--- config.mk ---
export PLATFORM = sky130hd
export DESIGN_NAME = shift8_ctrl_flat
export DESIGN_NICKNAME = d
export VERILOG_FILES = /design/src/rtl/shift8_ctrl_pkg.sv /design/src/rtl/shift8_ctrl_if.sv /design/src/rtl/shift8_ctrl_dp.sv /design/src/rtl/shift8_ctrl.sv /design/src/flat_wrapper.sv
export SDC_FILE = /design/constraint.sdc
export NUM_CORES = 1
export LEC_CHECK = 0
export BUFFER_PORTS_ARGS = -buffer_cell sky130_fd_sc_hd__buf_4
export CORE_ASPECT_RATIO = 1.5
export CORE_MARGIN = 5
export CORE_UTILIZATION = 40
export CTS_CLUSTER_DIAMETER = 80
export DETAILED_ROUTE_END_ITERATION = 16
export GPL_TIMING_DRIVEN = 0
export SYNTH_ARGS = -nofsm -noshare
export SYNTH_HDL_FRONTEND = slang
export SYNTH_SLANG_ARGS = --single-unit
--- constraint.sdc ---
create_clock -name clk -period 2.8 [get_ports clk]
set_clock_uncertainty 0.2 [all_clocks]
set_input_delay 0.42 -clock clk [delete_from_list [all_inputs] [get_ports clk]]
set_output_delay 0.42 -clock clk [all_outputs]
set_load 0.01 [all_outputs]
--- src/rtl/shift8_ctrl_pkg.sv ---
`default_nettype none
// ============================================================================
// Module      : shift8_pkg
// Description : Shared constants for the shift8_ctrl LED-chaser sequencer:
//               data width, shift-mode codes, FSM state codes and the
//               ping-pong direction encoding.
// Revision    : 1.0 - initial release
// ============================================================================
package shift8_pkg;

  localparam int DW = 8;

  // Shift modes carried by the start command
  localparam logic [1:0] MODE_ROL  = 2'd0;
  localparam logic [1:0] MODE_ROR  = 2'd1;
  localparam logic [1:0] MODE_PING = 2'd2;
  localparam logic [1:0] MODE_SHL  = 2'd3;

  // Sequencer states
  localparam logic [1:0] ST_IDLE = 2'd0;
  localparam logic [1:0] ST_RUN  = 2'd1;
  localparam logic [1:0] ST_DONE = 2'd2;

  // Ping-pong travel direction
  localparam logic DIR_LEFT  = 1'b0;
  localparam logic DIR_RIGHT = 1'b1;

endpackage : shift8_pkg
`default_nettype wire

--- src/rtl/shift8_ctrl_if.sv ---
`default_nettype none
// ============================================================================
// Module      : shift8_ctrl_if
// Description : Command/status bundle between board control logic and the
//               shift8_ctrl sequencer.
//                 start   : command strobe (sampled in IDLE only)
//                 mode    : shift mode (see shift8_pkg MODE_*)
//                 pattern : value loaded on an accepted start
//                 steps   : step count, 0 = run until stop
//                 stop    : abort request (sampled in RUN only)
//                 pause   : freeze request, present only when
//                           SHIFT8_CTRL_PAUSE_EN is defined
//                 data    : shift register contents
//                 busy    : high while running
//                 done    : one-cycle completion pulse
//               master = command source, slave = sequencer.
// Revision    : 1.0 - initial release
// ============================================================================
interface shift8_ctrl_if;
  import shift8_pkg::*;

  logic          start;
  logic [1:0]    mode;
  logic [DW-1:0] pattern;
  logic [7:0]    steps;
  logic          stop;
`ifdef SHIFT8_CTRL_PAUSE_EN
  logic          pause;
`endif
  logic [DW-1:0] data;
  logic          busy;
  logic          done;

  modport master (
    output start, mode, pattern, steps, stop,
`ifdef SHIFT8_CTRL_PAUSE_EN
    output pause,
`endif
    input  data, busy, done
  );

  modport slave (
    input  start, mode, pattern, steps, stop,
`ifdef SHIFT8_CTRL_PAUSE_EN
    input  pause,
`endif
    output data, busy, done
  );

endinterface : shift8_ctrl_if
`default_nettype wire

--- src/rtl/shift8_ctrl_dp.sv ---
`default_nettype none
// ============================================================================
// Module      : shift8_dp
// Description : 8-bit display shift register. Loads load_val on load,
//               otherwise applies one shift in the selected mode on step.
//               dir_flip tells the controller that the current ping-pong
//               step bounces off an end and reverses travel.
//   Ports : clk, rst       - clock, synchronous active-high reset
//           load, load_val - parallel load
//           step           - apply one shift this edge
//           mode, dir      - shift mode and ping-pong direction
//           data           - register contents
//           dir_flip       - ping-pong bounce indication
// Revision    : 1.0 - initial release
// ============================================================================
module shift8_dp
  import shift8_pkg::*;
#(
  parameter logic [DW-1:0] INI = 8'h01
) (
  input  logic          clk,
  input  logic          rst,
  input  logic          load,
  input  logic [DW-1:0] load_val,
  input  logic          step,
  input  logic [1:0]    mode,
  input  logic          dir,
  output logic [DW-1:0] data,
  output logic          dir_flip
);

  logic [DW-1:0] r_data;
  logic [DW-1:0] w_next;
  logic          w_go_left;

  always_comb begin
    w_next    = r_data;
    dir_flip  = 1'b0;
    w_go_left = 1'b1;
    unique case (mode)
      MODE_ROL: w_next = {r_data[DW-2:0], r_data[DW-1]};
      MODE_ROR: w_next = {r_data[0], r_data[DW-1:1]};
      MODE_SHL: w_next = {r_data[DW-2:0], 1'b0};
      default: begin
        // Bounce when the lit end is reached, then shift the other way
        dir_flip  = (dir == DIR_LEFT) ? r_data[DW-1] : r_data[0];
        w_go_left = ((dir == DIR_LEFT) != dir_flip);
        w_next    = w_go_left ? {r_data[DW-2:0], 1'b0} : {1'b0, r_data[DW-1:1]};
      end
    endcase
  end

  always_ff @(posedge clk) begin
    if (rst) begin
      r_data <= INI;
    end else if (load) begin
      r_data <= load_val;
    end else if (step) begin
      r_data <= w_next;
    end
  end

  assign data = r_data;

endmodule : shift8_dp
`default_nettype wire

--- src/rtl/shift8_ctrl.sv ---
`default_nettype none
// ============================================================================
// Module      : shift8_ctrl
// Description : Sequencer for an 8-bit LED-chaser shift register. Accepts a
//               start command (pattern, mode, steps), advances the register
//               one step per prescaler tick (every 2^NP clocks) and emits a
//               one-cycle done pulse on completion or stop.
//   Ports : clk  - system clock
//           rst  - synchronous active-high reset
//           bus  - shift8_ctrl_if.slave command/status bundle
//   Params: NP   - prescaler width in bits
//           INI  - data value after reset
//   Build : SHIFT8_CTRL_PAUSE_EN adds the pause input, which freezes the
//           prescaler, step counter and shifting while held in RUN.
// Revision    : 1.0 - initial release
// ============================================================================
module shift8_ctrl
  import shift8_pkg::*;
#(
  parameter int            NP  = 22,
  parameter logic [DW-1:0] INI = 8'h01
) (
  input  logic         clk,
  input  logic         rst,
  shift8_ctrl_if.slave bus
);

  logic [1:0]    r_state;
  logic [1:0]    w_next_state;
  logic [NP-1:0] r_pre;
  logic [7:0]    r_cnt;
  logic [1:0]    r_mode;
  logic          r_dir;
  logic          r_busy;
  logic          r_done;
  logic [DW-1:0] w_data;
  logic          w_dir_flip;
  logic          w_pause;
  logic          w_tick;
  logic          w_load;
  logic          w_advance;
  logic          w_step;

`ifdef SHIFT8_CTRL_PAUSE_EN
  assign w_pause = bus.pause;
`else
  assign w_pause = 1'b0;
`endif

  assign w_tick = &r_pre;

  // State register
  always_ff @(posedge clk) begin
    if (rst) begin
      r_state <= ST_IDLE;
    end else begin
      r_state <= w_next_state;
    end
  end

  // Next-state logic; stop takes priority over a coinciding tick
  always_comb begin
    w_next_state = r_state;
    unique case (r_state)
      ST_IDLE: if (bus.start) w_next_state = ST_RUN;
      ST_RUN: begin
        if (bus.stop) begin
          w_next_state = ST_DONE;
        end else if (!w_pause && w_tick && (r_cnt == 8'd1)) begin
          w_next_state = ST_DONE;
        end
      end
      ST_DONE: w_next_state = ST_IDLE;
      default: w_next_state = ST_IDLE;
    endcase
  end

  // Control outputs of the FSM
  always_comb begin
    w_load    = 1'b0;
    w_advance = 1'b0;
    w_step    = 1'b0;
    unique case (r_state)
      ST_IDLE: w_load = bus.start;
      ST_RUN: begin
        w_advance = !bus.stop && !w_pause;
        w_step    = w_advance && w_tick;
      end
      default: ;
    endcase
  end

  // Prescaler, step counter, latched command and registered status
  always_ff @(posedge clk) begin
    if (rst) begin
      r_pre  <= '0;
      r_cnt  <= 8'd0;
      r_mode <= MODE_ROL;
      r_dir  <= DIR_LEFT;
      r_busy <= 1'b0;
      r_done <= 1'b0;
    end else begin
      r_busy <= (w_next_state == ST_RUN);
      r_done <= (w_next_state == ST_DONE);
      if (w_load) begin
        r_pre  <= '0;
        r_cnt  <= bus.steps;
        r_mode <= bus.mode;
        r_dir  <= DIR_LEFT;
      end else if (w_advance) begin
        r_pre <= r_pre + NP'(1);
        if (w_step) begin
          // A count of 0 means continuous, so it never decrements
          if (r_cnt > 8'd1) r_cnt <= r_cnt - 8'd1;
          if (w_dir_flip) r_dir <= ~r_dir;
        end
      end
    end
  end

  shift8_dp #(
    .INI (INI)
  ) u_dp (
    .clk      (clk),
    .rst      (rst),
    .load     (w_load),
    .load_val (bus.pattern),
    .step     (w_step),
    .mode     (r_mode),
    .dir      (r_dir),
    .data     (w_data),
    .dir_flip (w_dir_flip)
  );

  assign bus.data = w_data;
  assign bus.busy = r_busy;
  assign bus.done = r_done;

endmodule : shift8_ctrl
`default_nettype wire

--- src/flat_wrapper.sv ---
// flat-port wrapper written by rule: the top's interface ports become plain ports
module shift8_ctrl_flat import shift8_pkg::*;
#(
  parameter int            NP  = 22,
  parameter logic [DW-1:0] INI = 8'h01
)
  (clk, rst, bus_start, bus_mode, bus_pattern, bus_steps, bus_stop, bus_data, bus_busy, bus_done);
  shift8_ctrl_if bus_i ();
  input  logic clk;
  input  logic rst;
  input wire logic [$bits(bus_i.start)-1:0] bus_start;
  input wire logic [$bits(bus_i.mode)-1:0] bus_mode;
  input wire logic [$bits(bus_i.pattern)-1:0] bus_pattern;
  input wire logic [$bits(bus_i.steps)-1:0] bus_steps;
  input wire logic [$bits(bus_i.stop)-1:0] bus_stop;
  output wire logic [$bits(bus_i.data)-1:0] bus_data;
  output wire logic [$bits(bus_i.busy)-1:0] bus_busy;
  output wire logic [$bits(bus_i.done)-1:0] bus_done;
  assign bus_i.start = bus_start;
  assign bus_i.mode = bus_mode;
  assign bus_i.pattern = bus_pattern;
  assign bus_i.steps = bus_steps;
  assign bus_i.stop = bus_stop;
  assign bus_data = bus_i.data;
  assign bus_busy = bus_i.busy;
  assign bus_done = bus_i.done;
  shift8_ctrl #(.NP(NP), .INI(INI)) u_core (.clk(clk), .rst(rst), .bus(bus_i));
endmodule
==> flow_summary_export.csv, run 1 <==
group,metric,value,unit
routing,viasPerCell,5.53,
worst_setup_path,crit_chain,"inv_1 -> ha_1 -> o2111ai_1 -> o21ai_0 -> a211oi_1",
routing,post_drt_wl_per_cell,14.9,µm
power_and_ir_drop,p_leak,0.00100,µW
global_routing,antenna_found_initial,0,
floorplan,fp.coreArea,5740,µm²
floorplan,die_y,104,µm
logic_synthesis,postSynthCellCount,278,
routing,first_pass_iters,4,
worst_setup_path,required,2800,ps
job,drv_cap,0,
global_routing,track_usage,16.0,%
place,gp_congestion,0.802,
worst_setup_path,worstSetupPathType,"flip-flop to flip-flop",
timing,fin_ws,226,ps
worst_setup_path,end_kind,"flip-flop",
logic_synthesis,synth-edff-count,0,
cells_and_area,syn2layout_area_growth,18.1,%
logic_synthesis,yosysWarnings,0,
clock_network,htree_levels,2,
cells_and_area,final_nets,341,
status,status,"finished clean",
cells_and_area,stdcell_count,389,
logic_synthesis,ys_async_sr_fraction,0,%
clock_network,cts_sinks,45,
clock_network,root_buffer,"clkbuf_8",
global_routing,grt_pass1_vias,2080,
global_routing,grt_start_max_net_pins,14,
clock_network,ctsResizeCount,0,
global_routing,grt.overflow.total,0,
floorplan,io_pins,32,
logic_synthesis,synth_fp_nets,303,
cells_and_area,drive_gt1_share,17.4,%
clock_network,clock_latency,300,ps
timing,final.min_clock_period,2570,ps
worst_setup_path,critPathLaunchType,"flip-flop",
worst_setup_path,cpPeakStageDelay,660,ps
floorplan,rows,34,
clock_network,cts_tree,"yes",
timing,finalCritPeriodShare,91.9,%
clock_network,clkTransAtPathRegs,90,ps
logic_synthesis,synth.cell_area,2340,µm²
logic_synthesis,synth_seq_cells,45,
power_and_ir_drop,vdd_drop_max,0.281,mV
place,dpl.hpwl,4300,µm
timing,tightestPinTransition,848,ps
routing,vias,2150,
min_path,hold_class,"input pin to flip-flop",
timing,relSlewSlack,43.4,%
cells_and_area,fillCellCount,591,
logic_synthesis,synth_area_per_cell,8.42,µm²
timing,rsz0062_at_grt,"false",
cells_and_area,most-common-layout-cells,"45 x dfxtp_1, 31 x buf_4, 28 x nor2_1, 21 x nand2_1, 20 x o21ai_0",
logic_synthesis,synth.distinct_cells,51,
routing,drc,0,
worst_setup_path,path_max_fanout,10,
routing,antenna_left,0,
clock_network,clock_path_buffers,2,
timing,finalSetupViolations,0,
clock_network,postCtsSetupBuffers,0,
logic_synthesis,synth.area.top_cells,"dfxtp_1 38%, xnor2_1 5.2%, nor2_1 4.5%",
place,io_buffer_count,31,
logic_synthesis,synth.largest_area_cell,"dfxtp_1",
cells_and_area,final_common_cell,"dfxtp_1",
timing,tns,0,ps
worst_setup_path,crit_slowest_cell,"o2111ai_1",
timing,finalHoldViolCount,0,
floorplan,die_area,7510,µm²
power_and_ir_drop,powerDensity,504,nW/µm²
logic_synthesis,synth_seq_area_share,38.5,%
timing,max_freq,0.388,GHz
floorplan,start_util,40.8,%
cells_and_area,antenna_cells,0,
logic_synthesis,synth_ff_type,"dfxtp_1",
floorplan,die_x,72.5,µm
worst_setup_path,cp_data_arrival_time,2580,ps
routing,drt-initial-drc-count,187,
routing,drt_wl_total,5810,µm
place,dp.cells,381,
clock_network,ctsHoldBuffers,0,
global_routing,grt_pass1_wl,9740,µm
timing,slew_viol_final,0,
place,post-place-ws,195,ps
logic_synthesis,synth_top_area_share,38.5,%
clock_network,cts_made_buffers,5,
-- flip-flops by register name, indices dropped and copies added, names as in the netlist --
signal	cells
u_core.r_pre	22
u_core.r_dir	1
u_core.bus.busy	1
u_core.bus.done	1
u_core.r_cnt	8
u_core.u_dp.data	8
u_core.r_mode	2
u_core.r_state	2
-- report_power, final --
group | switching (µW) | internal [µW]
Clock | 221 | 223
Combinational | 141 | 107
Sequential | 32.7 | 668
Total | 395 | 999
-- critical path, delay by kind of cell (launching register included) --
kind / cells / cell delay (ps)
AO/OA/AOI/OAI: 3 / 1550
adder cells (fa/ha/maj): 1 / 250
buffers and inverters: 1 / 90
flip-flops: 1 / 390
-- logic make-up after synthesis --
group / count (synthesis) / share of synthesized area [%]
xor gates and xnor gates: 17 / 6.36
buffers and inverters: 19 / 3.47
muxes: 3 / 1.28
AOI/OAI and AO/OA: 66 / 18.3
DFF: 45 / 38.5
and+or+nand+nor: 125 / 30.5
adders and majority gates: 3 / 1.60
-- per-stage QoR --
| stage | utilization (%) | total power, µW | area [µm²] | hold slack, ps |
|---|---|---|---|---|
| 6_report | 48.1 | 1390 | 2770 | 164 |
| 5_1_grt | 48.1 | 1470 | 2770 | 186 |
| 4_1_cts | 48.1 | 1410 | 2770 | 157 |
| 3_5_place_dp | 46.4 | 964 | 2660 | 297 |
| 3_3_place_gp | 46.4 | 960 | 2660 | 285 |
| 2_1_floorplan | - | 869 | 2340 | 267 |
-- synthesized netlist by cell type (all sizes together), types with 7 or more instances --
master / instances
nor4: 8
and3: 7
nor2b: 8
clkbuf: 7
a21oi: 13
nand4: 7
nor2: 28
o21ai: 27
dfxtp: 45
inv: 8
or3: 8
nor3: 10
xnor2: 14
nand3b: 8
nand2: 22
-- area by class of cell --
class	count	area, µm²	share of cell area [%]
multi-input cells	214	1360	49.1
flip-flops and latches	45	901	32.6
clock inverters	1	5.00	0.181
plain buffers	11	51.3	1.86
clock buffers	7	96.3	3.48
inverters	8	30.0	1.09
well taps	72	90.1	3.26
repair buffers	31	233	8.42
-- layer usage --
metal	GRT usage (%)	vias to the layer above	wire length, µm
met5	0	-	0
met1	19.1	1015	2460
met2	27.7	33	3020
met3	2.71	13	199
met4	6.46	0	128
li1	-	1089	-
-- worst paths after layout --
check | cells past startpoint | slack, ps | start | endpoint
worst min-delay path | 3 | 160 | bus_pattern[7] | u_core.u_dp.data[7]
worst max-delay path | 5 | 230 | u_core.r_cnt[0] | u_core.r_cnt[1]
worst max register to register | 5 | 230 | u_core.r_cnt[0] | u_core.r_cnt[1]
worst min register to register | 2 | 310 | u_core.r_pre[7] | u_core.r_pre[7]
Power figures use the tool's default switching activity.
==> run 2, diff against run 1 <==
Settings changed: ABC_AREA from default to 1, ABC_CLOCK_PERIOD_IN_PS from default to 2800.
==> run 2 against run 1 <==
Against the previous run:
- via count rose by 24%
- count of clock-buffer cells in the layout fell by 1
- clock power fell by 9.0%
- worst setup slack improved by 760 ps
- design area rose by 12%
- register-to-register slack improved by 760 ps
- fmax rose by 42%
- non-clock buffer count fell by 2
==> flow_summary_export.csv, run 2 <==
group,metric,value,unit
power_and_ir_drop,p_leak,0.00126,µW
routing,drt-initial-drc-count,109,
global_routing,grt_pass1_vias,2478,
power_and_ir_drop,p_int,997,µW
timing,slew_viol_final,0,
timing,max_freq,0.551,GHz
power_and_ir_drop,swShare,33.0,%
logic_synthesis,synth.area.top_cells,"dfxtp_1 33%, nand2_1 13%, nor2_1 9.5%",
status,status,"finished clean",
cells_and_area,drive_gt1_share,16.3,%
routing,antenna_left,0,
logic_synthesis,synth_seq_area_share,33.5,%
clock_network,root_buffer,"clkbuf_8",
clock_network,cts_tree,"yes",
logic_synthesis,synth_fp_nets,445,
worst_setup_path,r2r_end,"u_core.r_cnt[2]",
worst_setup_path,worstSetupPathType,"flip-flop to flip-flop",
power_and_ir_drop,seq_power_share,47.8,%
worst_setup_path,path_max_fanout,10,
min_path,min_to,"u_core.r_state[1]",
cells_and_area,antenna_cells,0,
logic_synthesis,synth.largest_area_cell,"dfxtp_1",
power_and_ir_drop,comb_power_share,24.9,%
clock_network,clock_path_buffers,2,
floorplan,io_pins,32,
routing,viasPerCell,4.98,
floorplan,fp.coreArea,6530,µm²
worst_setup_path,required,2800,ps
floorplan,die_x,77.0,µm
power_and_ir_drop,vdd_drop_max,0.232,mV
cells_and_area,most-common-layout-cells,"90 x nand2_1, 68 x nor2_1, 45 x dfxtp_1, 43 x inv_1, 33 x o21ai_0",
logic_synthesis,yosysWarnings,0,
power_and_ir_drop,p_switching,491,µW
min_path,min_from,"rst",
logic_synthesis,ys_async_sr_fraction,0,%
clock_network,ctsHoldBuffers,0,
logic_synthesis,synth_ff_type,"dfxtp_1",
routing,vias,2662,
job,drv_cap,0,
clock_network,clkTransAtPathRegs,90,ps
floorplan,start_util,41.2,%
routing,drc,0,
floorplan,die_area,8500,µm²
worst_setup_path,r2r-start,"u_core.r_pre[0]",
logic_synthesis,synth_top_area_share,33.5,%
clock_network,clock_latency,300,ps
logic_synthesis,synth_seq_cells,45,
global_routing,grt.overflow.total,0,
logic_synthesis,yosys-top-cells-count,"90 x nand2_1, 68 x nor2_1, 45 x dfxtp_1",
clock_network,postCtsSetupBuffers,0,
cells_and_area,fillCellCount,686,
cells_and_area,regMostFlops,"u_core.r_pre",
place,place_area,3020,µm²
clock_network,htree_levels,2,
timing,rsz0062_at_grt,"false",
clock_network,cts_sinks,45,
worst_setup_path,end_kind,"flip-flop",
cells_and_area,final_nets,483,
timing,relSlewSlack,67.5,%
global_routing,grt_pass1_wl,11200,µm
routing,first_pass_iters,4,
place,dpl.hpwl,5020,µm
clock_network,cts_made_buffers,5,
floorplan,die_y,110,µm
logic_synthesis,postSynthCellCount,420,
logic_synthesis,synth.cell_area,2690,µm²
min_path,hold_class,"input pin to flip-flop",
cells_and_area,utilization,47.5,%
cells_and_area,syn2layout_area_growth,15.2,%
place,dp.cells,527,
logic_synthesis,synth_area_per_cell,6.41,µm²
timing,finalCritPeriodShare,64.8,%
timing,final.min_clock_period,1810,ps
worst_setup_path,cp_data_arrival_time,1820,ps
worst_setup_path,reg2reg_setup_slack,990,ps
timing,tightestPinTransition,488,ps
cells_and_area,stdcell_count,535,
place,io_buffer_count,31,
routing,post_drt_wl_per_cell,12.3,µm
cells_and_area,fin_area,3100,µm²
global_routing,antenna_found_initial,0,
power_and_ir_drop,powerDensity,480,nW/µm²
timing,finalSetupViolations,0,
timing,tns,0,ps
logic_synthesis,synth-edff-count,0,
routing,drt_wl_total,6600,µm
global_routing,track_usage,15.7,%
place,gp_congestion,0.891,
cells_and_area,final_common_cell,"nand2_1",
clock_network,ctsResizeCount,0,
floorplan,rows,36,
logic_synthesis,yosysMostFrequentCell,"nand2_1",
worst_setup_path,rr_worst_depth,9,
logic_synthesis,synth.distinct_cells,36,
power_and_ir_drop,clockPowerShare,27.2,%
worst_setup_path,critPathLaunchType,"flip-flop",
min_path,holdPathStages,2,
global_routing,grt_start_max_net_pins,14,
cells_and_area,largest_reg_flops,22,
power_and_ir_drop,power,1490,µW
timing,finalHoldViolCount,0,
## run 2: changes by cell type after synthesis, moves of 7 or more
cell / change
nor4_1: -8
nand2_1: +69
o21ai_0: +13
inv_1: +35
nand3_1: +23
nor2b_1: -7
inv_2: +7
xnor2_1: -13
nor2_1: +40
a21oi_1: +18
## run 2: layout make-up
type	instances	area [µm²]	area share, %
flip-flops and latches	45	901	29.0
inverters	52	195	6.29
plain buffers	9	53.8	1.73
clock inverters	2	10.0	0.323
well taps	76	95.1	3.07
repair buffers	31	233	7.50
clock buffers	6	72.6	2.34
multi-input cells	314	1540	49.7
## run 2: worst max-delay path, cell delays in order (launching register included)
cell and delay (ps):
dfxtp_1 370, ha_1 210, nand3_2 150, nor2_8 200
nand3_2 140, nand2_4 110, buf_6 160, nand3b_1 80
nand2_1 60, nor2_1 40
## run 2: power by group through the flow
stage          Combinational (µW)  Clock, µW  Sequential [µW]
2_1_floorplan                 262          0              724
3_3_place_gp                  369          0              727
5_1_grt                       431        443              719
6_report                      371        405              712
3_5_place_dp                  373          0              727
4_1_cts                       375        427              712
## run 2: worst max-delay path by stage
stage	from	end
2_1_floorplan	u_core.r_pre[0]	u_core.r_cnt[1]
4_1_cts	u_core.r_pre[0]	u_core.r_cnt[2]
5_1_grt	u_core.r_pre[0]	u_core.r_pre[14]
6_report	u_core.r_pre[0]	u_core.r_cnt[2]
3_5_place_dp	bus_stop	u_core.r_pre[17]
3_3_place_gp	bus_stop	u_core.r_pre[21]
## run 2: through the flow
stage               hold slack (ps)  setup WS [ps]
finish                          135            987
global placement                260            936
global route                    125            806
detailed placement              268            930
CTS                             125            950
floorplan                       252           1160
## run 2: kinds of logic after synthesis
| family | share of synthesized area [%] |
|---|---|
| AND/OR/NAND/NOR | 40.4 |
| AO/OA/AOI/OAI | 15.1 |
| buffers and inverters | 9.25 |
| flip-flops | 33.5 |
| adder cells (fa/ha/maj) | 1.39 |
| XOR/XNOR | 0.325 |
## run 2: per-layer routing
layer  wire length [µm]  global-route usage, %
met3                215                   2.77
met5                  0                      0
met2               3460                   28.8
met4                104                   5.73
met1               2820                   17.8
==> run 3, diff against run 2 <==
Settings changed: ABC_CLOCK_PERIOD_IN_PS 2800 to 1600.
Clock period 2.8 ns to 1.6 ns, I/O delays scaled along.
==> run 3 against run 2 <==
Against the previous run:
- the flow now finishes with violations (negative setup slack)
- count of clock-buffer cells in the layout shrank 1
- final cell count rose by 8.4%
- register-to-register slack worse by 1100 ps
- sequential cell count unchanged
- sequential power rose by 77%
- power grew 120%
- worst setup slack worse by 1100 ps
- core utilization grew 14 points
- via count up 12%
- first-iteration DRC count grew 36%
- non-clock buffer count rose by 45
- critical path type unchanged
- critical endpoint is now u_core.r_pre[6]
- largest cell class unchanged
==> flow_summary_export.csv, run 3 (synthesized netlist as in run 2, its figures left out) <==
group,metric,value,unit
global_routing,gr-usage-met2,33.7,%
cells_and_area,stdcell_count,580,
floorplan,die_x,77.0,µm
timing,rsz0062_at_grt,"true",
power_and_ir_drop,vdd_drop_max,0.405,mV
worst_setup_path,required,1630,ps
routing,viasPerCell,5.15,
worst_setup_path,cpPeakStageDelay,370,ps
routing,first_pass_iters,4,
routing,drt-initial-drc-count,148,
timing,finalCritPeriodShare,106,%
floorplan,rows,36,
status,violations,"negative setup slack",
cells_and_area,most-common-layout-cells,"80 x nand2_1, 63 x buf_4, 57 x nor2_1, 39 x inv_1, 28 x o21ai_0",
floorplan,die_y,110,µm
timing,max_freq,0.590,GHz
clock_network,cts_made_buffers,5,
power_and_ir_drop,powerDensity,802,nW/µm²
floorplan,io_pins,32,
worst_setup_path,crit_family,"simple AND/OR/NAND/NOR gates",
cells_and_area,drive_gt1_share,40.3,%
global_routing,grt.overflow.total,0,
timing,relSlewSlack,63.9,%
worst_setup_path,crit_slowest_cell,"dfxtp_4",
worst_setup_path,crit_chain,"ha_4 -> nand3_4 -> nor2_8 -> buf_4 -> buf_6 -> nand3_1 -> or2_1 -> a21oi_2",
floorplan,die_area,8500,µm²
clock_network,clkTransAtPathRegs,100,ps
floorplan,fp.coreArea,6530,µm²
global_routing,grt_start_max_net_pins,15,
global_routing,antenna_found_initial,0,
global_routing,track_usage,17.9,%
routing,post_drt_wl_per_cell,13.8,µm
routing,antenna_left,0,
cells_and_area,final_common_cell,"nand2_1",
worst_setup_path,cp_data_arrival_time,1730,ps
clock_network,htree_levels,2,
global_routing,use_met1,18.6,%
cells_and_area,utilization,61.1,%
global_routing,grt_util_met3,3.58,%
timing,finalHoldViolCount,0,
timing,fin_ws,-94.5,ps
clock_network,root_buffer,"clkbuf_8",
global_routing,busiest_layer,"met2",
clock_network,clock_latency,300,ps
cells_and_area,final_nets,528,
cells_and_area,antenna_cells,0,
global_routing,grt_pass1_wl,12800,µm
worst_setup_path,critical_path_buf_inv_count,2,
timing,tightestPinTransition,542,ps
routing,drt_wl_total,7980,µm
worst_setup_path,end_kind,"flip-flop",
cells_and_area,largest_reg_flops,22,
worst_setup_path,critPathLaunchType,"flip-flop",
floorplan,start_util,41.2,%
place,dp.cells,527,
timing,slew_viol_final,0,
timing,final.min_clock_period,1690,ps
global_routing,grt_pass1_vias,2886,
job,drv_cap,0,
clock_network,clock_path_buffers,2,
clock_network,cts_sinks,45,
power_and_ir_drop,p_leak,0.00160,µW
routing,vias,2988,
worst_setup_path,worstSetupPathType,"flip-flop to flip-flop",
cells_and_area,syn2layout_area_growth,48.3,%
place,io_buffer_count,31,
status,status,"complete, but fails checks",
place,dpl.hpwl,5180,µm
clock_network,cts_tree,"yes",
cells_and_area,regMostFlops,"u_core.r_pre",
min_path,hold_class,"input pin to flip-flop",
power_and_ir_drop,power,3200,µW
place,gp_congestion,0.839,
routing,drc,0,
worst_setup_path,path_max_fanout,4,
timing,finalSetupViolations,26,
==> run 3: cell count changes in the layout (fill, tap and decap cells not counted), sizes merged <==
cell / delta
clkinvlp: +1
clkinv: -2
dlygate4sd3: +1
buf: +44
bufinv: +2
clkbuf: -1
==> run 3: repair_timing <==
item,in CTS,in global routing
gates cloned,2,1
resized for setup,57,90
endpoints found under the setup margin,36,42
setup buffers,17,28
pin swaps,15,51
hold buffers,1,0
endpoints found under the hold margin,4,0
==> run 3: metrics by stage <==
step                      instance area [µm²]  TNS, ps  setup slack (ps)  hold WS [ps]
after global placement                   3030    -3980              -174           266
after floorplan                          2700        0              10.3           109
after CTS                                3550    -1490             -88.5          27.4
after global routing                     3990    -4410              -212          74.1
final                                    3990    -1250             -94.5          36.8
after detailed placement                 3030    -4750              -213           268
==> run 3: power by group <==
part / internal (µW) / switching, µW
logic: 404 / 497
registers: 1180 / 81.8
clock network: 621 / 417
total: 2210 / 996
==> run 3: worst register-to-register path, stage by stage, from the launching register on <==
cell and delay (ps):
dfxtp_4 370, ha_4 160, nand3_4 90, nor2_8 180, buf_4 140, buf_6 80, nand3_1 80, or2_1 230
a21oi_2 110
==> run 3: per-layer routing <==
metal,part of all wire (%),vias up
met5,0,-
met4,1.9,0
met3,3.5,12
met2,56,58
met1,38,1386
li1,-,1532
==> run 3: final timing paths <==
| kind | start | to | slack (ps) | cells past startpoint |
|---|---|---|---|---|
| max reg2reg | u_core.r_pre[0] | u_core.r_pre[6] | -90 | 8 |
| max | u_core.r_pre[0] | u_core.r_pre[6] | -90 | 8 |
| min | bus_steps[5] | u_core.r_cnt[5] | 40 | 5 |
| min reg2reg | u_core.r_pre[19] | u_core.r_pre[19] | 280 | 2 |
==> run 3: area by class of cell <==
class	instances	area [µm²]
clock inverters	3	65.1
clock buffers	5	68.8
multi-input cells	314	1870
repair buffers	77	661
plain buffers	8	70.1
flip-flops and latches	45	945
fillers	626	2540
inverters	52	221
well taps	76	95.1
